File: config.mk
export PLATFORM = sky130hd
export DESIGN_NAME = adjust_key_ctrl
export DESIGN_NICKNAME = d
export VERILOG_FILES = /design/src/rtl/adjust_key_ctrl.sv
export SDC_FILE = /design/constraint.sdc
export NUM_CORES = 1
export LEC_CHECK = 0
export CAP_MARGIN = 20
export CELL_PAD_IN_SITES_DETAIL_PLACEMENT = 1
export CELL_PAD_IN_SITES_GLOBAL_PLACEMENT = 1
export CORE_UTILIZATION = 52
export CTS_CLUSTER_SIZE = 16
export DETAILED_ROUTE_END_ITERATION = 7
export GPL_TIMING_DRIVEN = 1
export PLACE_DENSITY_LB_ADDON = 0.1
export RECOVER_POWER = 50
export SLEW_MARGIN = 20
export SYNTH_ARGS = -nofsm -noshare
export SYNTH_HDL_FRONTEND = slang
export SYNTH_SLANG_ARGS = --single-unit
File: constraint.sdc
create_clock -name CLOCK_50 -period 3 [get_ports CLOCK_50]
set_input_delay 0.6 -clock CLOCK_50 [delete_from_list [all_inputs] [get_ports CLOCK_50]]
set_output_delay 0.6 -clock CLOCK_50 [all_outputs]
set_load 0.01 [all_outputs]
File: src/rtl/adjust_key_ctrl.sv
// adjust_key_ctrl: conditions the four DE2 push-buttons into the adjust/select/add/clr
// controls for time_float. The key path is synchronise, invert, debounce and then a
// one-cycle press event. A mode toggle drives adjust and blink. A digit-select counter
// can defer one increment. A shared add/clr pulse generator has a low guard after each
// pulse, and holding KEY2 auto-repeats add.
module adjust_key_ctrl #(
    parameter int DEBOUNCE_CYC  = 1_000_000,
    parameter int PULSE_CYC     = 16,
    parameter int REPEAT_DELAY  = 25_000_000,
    parameter int REPEAT_PERIOD = 10_000_000,
    parameter int BLINK_CYC     = 12_500_000
) (
    input  logic       CLOCK_50,
    input  logic       rst,
    input  logic [3:0] KEY,
    output logic       adjust,
    output logic [3:0] select,
    output logic       add,
    output logic       clr,
    output logic       blink
);
    localparam int DB_W  = $clog2(DEBOUNCE_CYC + 1);
    localparam int PL_W  = $clog2(PULSE_CYC + 1);
    localparam int RP_MX = (REPEAT_DELAY > REPEAT_PERIOD) ? REPEAT_DELAY : REPEAT_PERIOD;
    localparam int RP_W  = $clog2(RP_MX + 1);
    localparam int BL_W  = $clog2(BLINK_CYC + 1);

    localparam logic [1:0] P_IDLE   = 2'd0;
    localparam logic [1:0] P_HIGH   = 2'd1;
    localparam logic [1:0] P_GUARD  = 2'd2;
    localparam logic [1:0] R_REL    = 2'd0;
    localparam logic [1:0] R_DELAY  = 2'd1;
    localparam logic [1:0] R_REPEAT = 2'd2;

    logic [3:0]      sync1_q, sync2_q, pressed_s;
    logic [3:0]      stable_q, stable_d, evt_q, evt_d;
    logic [DB_W-1:0] db_cnt_q [4];
    logic [DB_W-1:0] db_cnt_d [4];
    logic            adjust_q, adjust_d, blink_q, blink_d;
    logic [BL_W-1:0] bl_cnt_q, bl_cnt_d;
    logic [1:0]      rep_state_q, rep_state_d, pls_state_q, pls_state_d;
    logic [RP_W-1:0] rep_cnt_q, rep_cnt_d;
    logic [PL_W-1:0] pls_cnt_q, pls_cnt_d;
    logic            add_q, add_d, clr_q, clr_d, req_add_s, req_clr_s;
    logic [3:0]      select_q, select_d;
    logic            pend_q, pend_d, sel_evt_s;

    assign pressed_s = ~sync2_q;
    assign req_clr_s = evt_q[3] & ~adjust_q;
    assign sel_evt_s = evt_q[1] & ~adjust_q;

    // Per-key debounce: count while the synced level disagrees with the stable level
    always_comb begin
        stable_d = stable_q;
        evt_d    = 4'b0000;
        for (int k = 0; k < 4; k++) begin
            if (pressed_s[k] != stable_q[k]) begin
                if (db_cnt_q[k] == DB_W'(DEBOUNCE_CYC - 1)) begin
                    stable_d[k] = pressed_s[k];
                    evt_d[k]    = pressed_s[k];
                    db_cnt_d[k] = {DB_W{1'b0}};
                end else begin
                    db_cnt_d[k] = db_cnt_q[k] + DB_W'(1);
                end
            end else begin
                db_cnt_d[k] = {DB_W{1'b0}};
            end
        end
    end

    // Mode toggle and blink: blink restarts high with a cleared counter on entry to set mode
    always_comb begin
        adjust_d = adjust_q ^ evt_q[0];
        blink_d  = blink_q;
        bl_cnt_d = bl_cnt_q;
        if (adjust_d == 1'b0) begin
            if (adjust_q == 1'b1) begin
                blink_d  = 1'b1;
                bl_cnt_d = {BL_W{1'b0}};
            end else if (bl_cnt_q == BL_W'(BLINK_CYC - 1)) begin
                blink_d  = ~blink_q;
                bl_cnt_d = {BL_W{1'b0}};
            end else begin
                bl_cnt_d = bl_cnt_q + BL_W'(1);
            end
        end else begin
            blink_d  = 1'b0;
            bl_cnt_d = {BL_W{1'b0}};
        end
    end

    // Add auto-repeat: first add on the press, one after the hold delay, then periodic
    always_comb begin
        rep_state_d = rep_state_q;
        rep_cnt_d   = rep_cnt_q;
        req_add_s   = 1'b0;
        case (rep_state_q)
            R_REL: begin
                rep_cnt_d = {RP_W{1'b0}};
                if (evt_q[2] && !adjust_q) begin
                    req_add_s   = 1'b1;
                    rep_state_d = R_DELAY;
                end else begin
                    rep_state_d = R_REL;
                end
            end
            R_DELAY, R_REPEAT: begin
                if (!stable_q[2] || adjust_q) begin
                    rep_state_d = R_REL;
                    rep_cnt_d   = {RP_W{1'b0}};
                end else if ((rep_state_q == R_DELAY  && rep_cnt_q == RP_W'(REPEAT_DELAY - 1)) ||
                             (rep_state_q == R_REPEAT && rep_cnt_q == RP_W'(REPEAT_PERIOD - 1))) begin
                    rep_state_d = R_REPEAT;
                    rep_cnt_d   = {RP_W{1'b0}};
                    req_add_s   = 1'b1;
                end else begin
                    rep_cnt_d   = rep_cnt_q + RP_W'(1);
                end
            end
            default: begin
                rep_state_d = R_REL;
                rep_cnt_d   = {RP_W{1'b0}};
            end
        endcase
    end

    // Shared pulse generator: clr beats add, nothing accepted outside IDLE or in run mode
    always_comb begin
        pls_state_d = pls_state_q;
        pls_cnt_d   = pls_cnt_q;
        add_d       = add_q;
        clr_d       = clr_q;
        case (pls_state_q)
            P_IDLE: begin
                pls_cnt_d = {PL_W{1'b0}};
                if (!adjust_q && req_clr_s) begin
                    pls_state_d = P_HIGH;
                    clr_d       = 1'b1;
                end else if (!adjust_q && req_add_s) begin
                    pls_state_d = P_HIGH;
                    add_d       = 1'b1;
                end else begin
                    pls_state_d = P_IDLE;
                end
            end
            P_HIGH: begin
                if (pls_cnt_q == PL_W'(PULSE_CYC - 1)) begin
                    pls_state_d = P_GUARD;
                    pls_cnt_d   = {PL_W{1'b0}};
                    add_d       = 1'b0;
                    clr_d       = 1'b0;
                end else begin
                    pls_cnt_d   = pls_cnt_q + PL_W'(1);
                end
            end
            P_GUARD: begin
                if (pls_cnt_q == PL_W'(PULSE_CYC - 1)) begin
                    pls_state_d = P_IDLE;
                    pls_cnt_d   = {PL_W{1'b0}};
                end else begin
                    pls_cnt_d   = pls_cnt_q + PL_W'(1);
                end
            end
            default: begin
                pls_state_d = P_IDLE;
                pls_cnt_d   = {PL_W{1'b0}};
                add_d       = 1'b0;
                clr_d       = 1'b0;
            end
        endcase
    end

    // Digit select: frozen during a pulse, with at most one deferred increment
    always_comb begin
        select_d = select_q;
        pend_d   = pend_q;
        if (pls_state_q == P_IDLE) begin
            if (pend_q || sel_evt_s) begin
                select_d = select_q + 4'd1;
            end else begin
                select_d = select_q;
            end
            pend_d = 1'b0;
        end else begin
            if (sel_evt_s) begin
                pend_d = 1'b1;
            end else begin
                pend_d = pend_q;
            end
        end
    end

    // State registers with synchronous reset; raw keys reset to the released level
    always_ff @(posedge CLOCK_50) begin
        if (rst) begin
            sync1_q     <= 4'hF;
            sync2_q     <= 4'hF;
            stable_q    <= 4'h0;
            evt_q       <= 4'h0;
            for (int k = 0; k < 4; k++) db_cnt_q[k] <= {DB_W{1'b0}};
            adjust_q    <= 1'b1;
            blink_q     <= 1'b0;
            bl_cnt_q    <= {BL_W{1'b0}};
            rep_state_q <= R_REL;
            rep_cnt_q   <= {RP_W{1'b0}};
            pls_state_q <= P_IDLE;
            pls_cnt_q   <= {PL_W{1'b0}};
            add_q       <= 1'b0;
            clr_q       <= 1'b0;
            select_q    <= 4'h0;
            pend_q      <= 1'b0;
        end else begin
            sync1_q     <= KEY;
            sync2_q     <= sync1_q;
            stable_q    <= stable_d;
            evt_q       <= evt_d;
            for (int k = 0; k < 4; k++) db_cnt_q[k] <= db_cnt_d[k];
            adjust_q    <= adjust_d;
            blink_q     <= blink_d;
            bl_cnt_q    <= bl_cnt_d;
            rep_state_q <= rep_state_d;
            rep_cnt_q   <= rep_cnt_d;
            pls_state_q <= pls_state_d;
            pls_cnt_q   <= pls_cnt_d;
            add_q       <= add_d;
            clr_q       <= clr_d;
            select_q    <= select_d;
            pend_q      <= pend_d;
        end
    end

    assign adjust = adjust_q;
    assign select = select_q;
    assign add    = add_q;
    assign clr    = clr_q;
    assign blink  = blink_q;
endmodule

=== After elaboration in Yosys (flattened, before gate mapping) ===
Memory sizes are Yosys's and may differ from the RTL's.
Cells that the tools add are included.

* Output and inout bits: 8
* Word-level logic and storage cells: 141
* Input port bits: 6
* Memories: 1
* Register bits after elaboration: 83
* RAM bits: 80

* Multiplexer cells: 36
* Bitwise gates (word level): 21
* Equal/unequal tests: 22
* Reduce and logical (&&, ||, !) cells: 32
* Add/sub/neg operators: 8

{| class="wikitable"
|+ Memories
! name !! depth !! width !! rd ports !! clocked after memory_dff !! write ports !! RTL line !! source
|-
| db_cnt_q || 4 || 20 || 4 || 0 || 4 || 37 || <nowiki>logic [DB_W-1:0] db_cnt_q [4];</nowiki>
|}

{| class="wikitable"
|+ Operators with widths
! kind !! count
|-
| $mux W20 || 12
|-
| $add A20 B1 Y20 const B || 4
|-
| $eq A20 B20 Y1 const B || 4
|-
| $add A25 B1 Y25 const B || 1
|-
| $eq A25 B24 Y1 const B || 1
|-
| $eq A25 B25 Y1 const B || 1
|-
| $add A24 B1 Y24 const B || 1
|-
| $eq A24 B24 Y1 const B || 1
|-
| $mux W1 || 15
|-
| $reduce_or A3 Y1 || 5
|-
| $not A1 Y1 || 13
|-
| $reduce_and A2 Y1 || 6
|-
| $ne A2 B2 Y1 const B || 5
|-
| $mux W2 || 4
|-
| $reduce_or A2 Y1 || 4
|-
| $reduce_or A4 Y1 || 2
|-
| $pmux W1 S3 || 2
|-
| $pmux W2 S3 || 1
|-
| $add A5 B1 Y5 const B || 1
|-
| $eq A5 B4 Y1 const B || 1
|-
| $logic_and A1 B1 Y1 || 5
|-
| $add A4 B1 Y4 const B || 1
|-
| $eq A2 B1 Y1 const B || 2
|-
| $eq A2 B2 Y1 const B || 2
|-
| other kinds (14) || 25
|}

=== Depth between registers and ports, before layout ===
Gate-level depths: netlist (run 1).

* Depth in word-level cells: 10
* Mapped depth: 8
* Depth with buffers taken out: 8

=== Worst setup path before layout (run 1) ===
Ideal clock, no wire load.

* Kind: reg2reg
* Start: register rep_state_q[0]
* End: register rep_cnt_q[17]
* Period minus slack after synthesis: 1.803 ns
* Required time: 2.885 ns
* Arrival: 1.688 ns
* Slack: 1.197 ns
* Stages on the path, launching flop included: 9
* Setup time: 0.115 ns
* Buffers on the path: 1
* Cells stage by stage: dfxtp_1 -> inv_1 -> ha_1 -> or3b_2 -> nor4_1 -> a32o_2 -> or2_4 -> buf_6 -> nor2_1

* Cells in the longest elaborated chain, start to end: 4
* Elaborated cells between the ends (all ways): 8
* Classes of those cells: eq/ne: 2; bitwise: 1; reduce/logical: 5

{| class="wikitable"
|+ Ends and longest elaborated chain
! item !! RTL line !! source
|-
| start: declaration || 41 || <nowiki>logic [1:0] rep_state_q, rep_state_d, pls_state_q, pls_state_d;</nowiki>
|-
| start signal: assignment || 221 || <nowiki>rep_state_q <= rep_state_d;</nowiki>
|-
| $eq A2 B1 Y1 / $eq A2 B2 Y1 (equally long branches) || 97, 111, 112 ||
|-
| $reduce_or A2 Y1, or another cell as far along || 97 || <nowiki>case (rep_state_q)</nowiki>
|-
| $not A1 Y1 (no source line) / $logic_or A1 B1 Y1 (equally long branches) || - ||
|-
| $reduce_or A4 Y1 (no source line) * || - ||
|-
| end signal: assignment || 205 || <nowiki>rep_cnt_q <= {RP_W{1'b0}};</nowiki>
|-
| end signal: assignment || 222 || <nowiki>rep_cnt_q <= rep_cnt_d;</nowiki>
|-
| end: declaration || 42 || <nowiki>logic [RP_W-1:0] rep_cnt_q, rep_cnt_d;</nowiki>
|}

Every way passes the cells marked *; elsewhere a longest branch is shown, timed or not.
A chain may end at the register's enable or synchronous reset.

=== Final worst setup path (run 1) ===
* Start: register rep_state_q[0]
* End: register rep_cnt_q[10]

Same word-level chain as after synthesis.

==> flow_summary.yaml, run 1 <==
status:
  status: "complete, no violations"
drt:
  via_per_inst: 5.45
  wirelength_um: 15300
  via_count: 5449
  wire_per_inst_um: 15.3
  firstDrtPassIters: 4
  drc: 0
  ant_nets: 0
  drtIter0Drc: 223
floorplanning:
  die_w_um: 118
  rows: 42
  die_h_um: 118
  io-pin-count: 14
  start_util_pct: 53.3
  core_region_area_sq_um: 13200
  die_area_sq_um: 14000
timing:
  finalHoldViolCount: 0
  max_clock_freq_mhz: 389
  rsz0062_at_grt: "false"
  slew_headroom_pct: 41.7
  layout_min_cycle_time_ns: 2.57
  finClkSkew_ns: 0.00736
  min_period_over_period_pct: 85.6
  tightest_slew_ns: 0.866
  setup_viol_count_final: 0
  slew_viol_final: 0
  setup_tns_ns: 0
global_routing:
  grt_first_pass_wirelength_um: 26700
  grt_pass1_vias: 5872
  gr-total-overflow: 0
  grt_use_total_pct: 23.6
  antenna_found_initial: 0
  grt_max_degree: 24
placement:
  port-buffer-count: 13
  place.gp.congestion: 0.814
  place_inst: 967
  place_area_sq_um: 7300
  dpl.hpwl_um: 10400
final_layout:
  final_area_sq_um: 7840
  nets: 832
  post-route-util_pct: 59.2
  seqCellArea_sq_um: 3260
  syn2layout_area_growth_pct: 11.1
  multi_input_area_sq_um: 3570
  drive_gt1_share_pct: 5.95
  fillers: 1564
  fin_cells: 999
  n_antenna_cell: 0
worst_setup_path:
  crit_fanout: 21
  startpoint: "rep_state_q[0]"
  worstPathArrival_ns: 2.84
  cp.required_ns: 3.28
  r2r_start: "rep_state_q[0]"
  crit_type: "flop to flop"
  worst_setup_path_start_kind: "flop"
  cp-end-kind: "flop"
yosys:
  synth_fp_nets: 816
  synth_ff_type: "dfxtp_1"
  avgSynthCellArea_sq_um: 8.88
  ys_ff_latch: 163
  async_flop_share_pct: 0
  netlist_area_sq_um: 7050
  ys_types: 50
  syn_inst: 794
  synth_edf_count: 0
  ys_seq_area_share_pct: 46.3
  yosys_warnings: 0
clock_network:
  holdBufCountCts: 0
  cts.sinks: 163
  cts_buffers: 17
  clockBufferDepth: 2
  cts_resized: 0
  clk_pin_slew_worst_paths_ns: 0.06
  cts_tree: "done"
  root_buffer: "clkbuf_16"
  htreeDepth: 4
  postCtsSetupRepairBufs: 0
  clk_latency_ns: 0.43
flow_run:
  drv_cap: 0
power_and_ir_drop:
  power.total_mw: 4.30
  p_leak_nw: 2.58
  peakVddDrop_v: 0.000591
  power_density_nw_per_um2: 548
worst_hold_path:
  min_from: "sync1_q[2]"
  hold_path_class: "flop to flop"
worst max-delay path: stages, from the launching register on:
cell and delay (ns):
dfxtp_1 0.33, inv_1 0.11, ha_1 0.16, or3b_2 0.44, nor4_1 0.26, a32o_1 0.31, or2_1 0.66, nor2_1 0.14
Yosys cell counts (all sizes together), types with 2 or more instances:
cell    count  area, sq um
nor2      171          642
dfxtp     163         3260
xor2       79          692
nand2      54          205
nand3      51          255
xnor2      48          420
nand4      35          225
and3       24          151
nor3       19         95.1
nor4       19          125
inv        18         67.6
ha         16          200
buf        13         97.6
or2        13         83.8
and4       10         91.3
and2        8         50.1
or3         7         46.3
a21oi       6         30.0
clkbuf      6         32.5
a211oi      5         37.5
nor4b       4         35.0
o21ai       3         15.0
or4         3         22.5
or4b        3         30.0
mux2i       2         20.0
nand3b      2         15.0
power by group:
part / internal, mW / total [mW] / switching, mW
Combinational: 0.0122 / 0.0329 / 0.0207
Sequential: 2.17 / 2.18 / 0.00431
Clock: 1.21 / 2.09 / 0.883
Total: 3.39 / 4.30 / 0.908
layer usage:
metal	vias up	wire (um)	share of wire [%]	global-route usage [%]
li1	2724	-	-	-
met1	2659	6830	45	27.2
met2	44	7850	51	42.1
met3	22	336	2.2	5.41
met4	0	261	1.7	9.10
met5	-	0	0	0
sequential cells by signal, summed over array words and instances, names as in the netlist, 2 cells and up:
signal       cells
db_cnt_q        80
rep_cnt_q       25
bl_cnt_q        24
pls_cnt_q        5
evt_q            4
select           4
stable_q         4
sync1_q          4
sync2_q          4
pls_state_q      2
rep_state_q      2
metrics by stage:
step,hold WS (ns),setup slack [ns]
global placement,0.393,0.516
CTS,0.409,0.422
floorplan,0.389,1.20
finish,0.406,0.431
global route,0.429,0.188
detailed placement,0.395,0.439
path summary, 6_finish.rpt:
check	end	slack (ns)	depth (start not counted)
setup reg to reg	rep_cnt_q[10]	0.43	7
setup / recovery	rep_cnt_q[10]	0.43	7
hold reg to reg	sync2_q[2]	0.41	1
hold / removal	sync2_q[2]	0.41	1
kinds of logic (layout without fill, tap and decap cells):
logic type / after synthesis / after routing / synth area share (%)
flops: 163 / 163 / 46.3
buf+inv: 37 / 66 / 2.80
fa+ha+maj: 16 / 16 / 2.84
simple gates: 429 / 429 / 30.1
mux: 2 / 2 / 0.284
compound gates: 20 / 20 / 1.95
xor+xnor: 127 / 127 / 15.8
placed cells by master (no fill, tap or decap), types with 5 or more instances in the layout:
cell type and count:
nand2_1 54, nor4_1 19, inv_1 18, clkbuf_16 17, ha_1 16, nor3_1 19
a21oi_1 6, xnor2_1 48, and2_1 8, dlygate4sd3_1 9, and4_1 8, nand4_1 35
a211oi_1 5, nor2_1 171, or3_1 5, or2_2 11, nand3_1 51, xor2_1 79
and3_1 23, dfxtp_1 163
area by class of cell:
| cell class | count | share of cell area [%] |
|---|---|---|
| Inverter | 18 | 0.862 |
| Sequential cell | 163 | 41.6 |
| Multi-Input combinational cell | 594 | 45.6 |
| Tap cell | 176 | 2.81 |
| Clock inverter | 11 | 1.29 |
| Clock buffer | 21 | 6.00 |
| Timing Repair Buffer | 16 | 1.80 |
No activity file was read; power rests on OpenSTA's default activity.
==> run 2, diff against run 1 <==
--- a/config.mk
+++ b/config.mk
@@ -14,6 +14,7 @@
 export GPL_TIMING_DRIVEN = 1
 export PLACE_DENSITY_LB_ADDON = 0.1
 export RECOVER_POWER = 50
+export SKIP_CTS_REPAIR_TIMING = 1
 export SLEW_MARGIN = 20
 export SYNTH_ARGS = -nofsm -noshare
 export SYNTH_HDL_FRONTEND = slang
==> results of run 2 <==
Final layout, timing and power as in run 1 (identical DEF).
==> run 3, diff against run 2 <==
--- a/config.mk
+++ b/config.mk
@@ -8,6 +8,7 @@
 export CAP_MARGIN = 20
 export CELL_PAD_IN_SITES_DETAIL_PLACEMENT = 1
 export CELL_PAD_IN_SITES_GLOBAL_PLACEMENT = 1
+export CORE_MARGIN = 1
 export CORE_UTILIZATION = 52
 export CTS_CLUSTER_SIZE = 16
 export DETAILED_ROUTE_END_ITERATION = 7
==> results of run 3 <==
Final layout, timing and power as in run 1 (identical DEF).
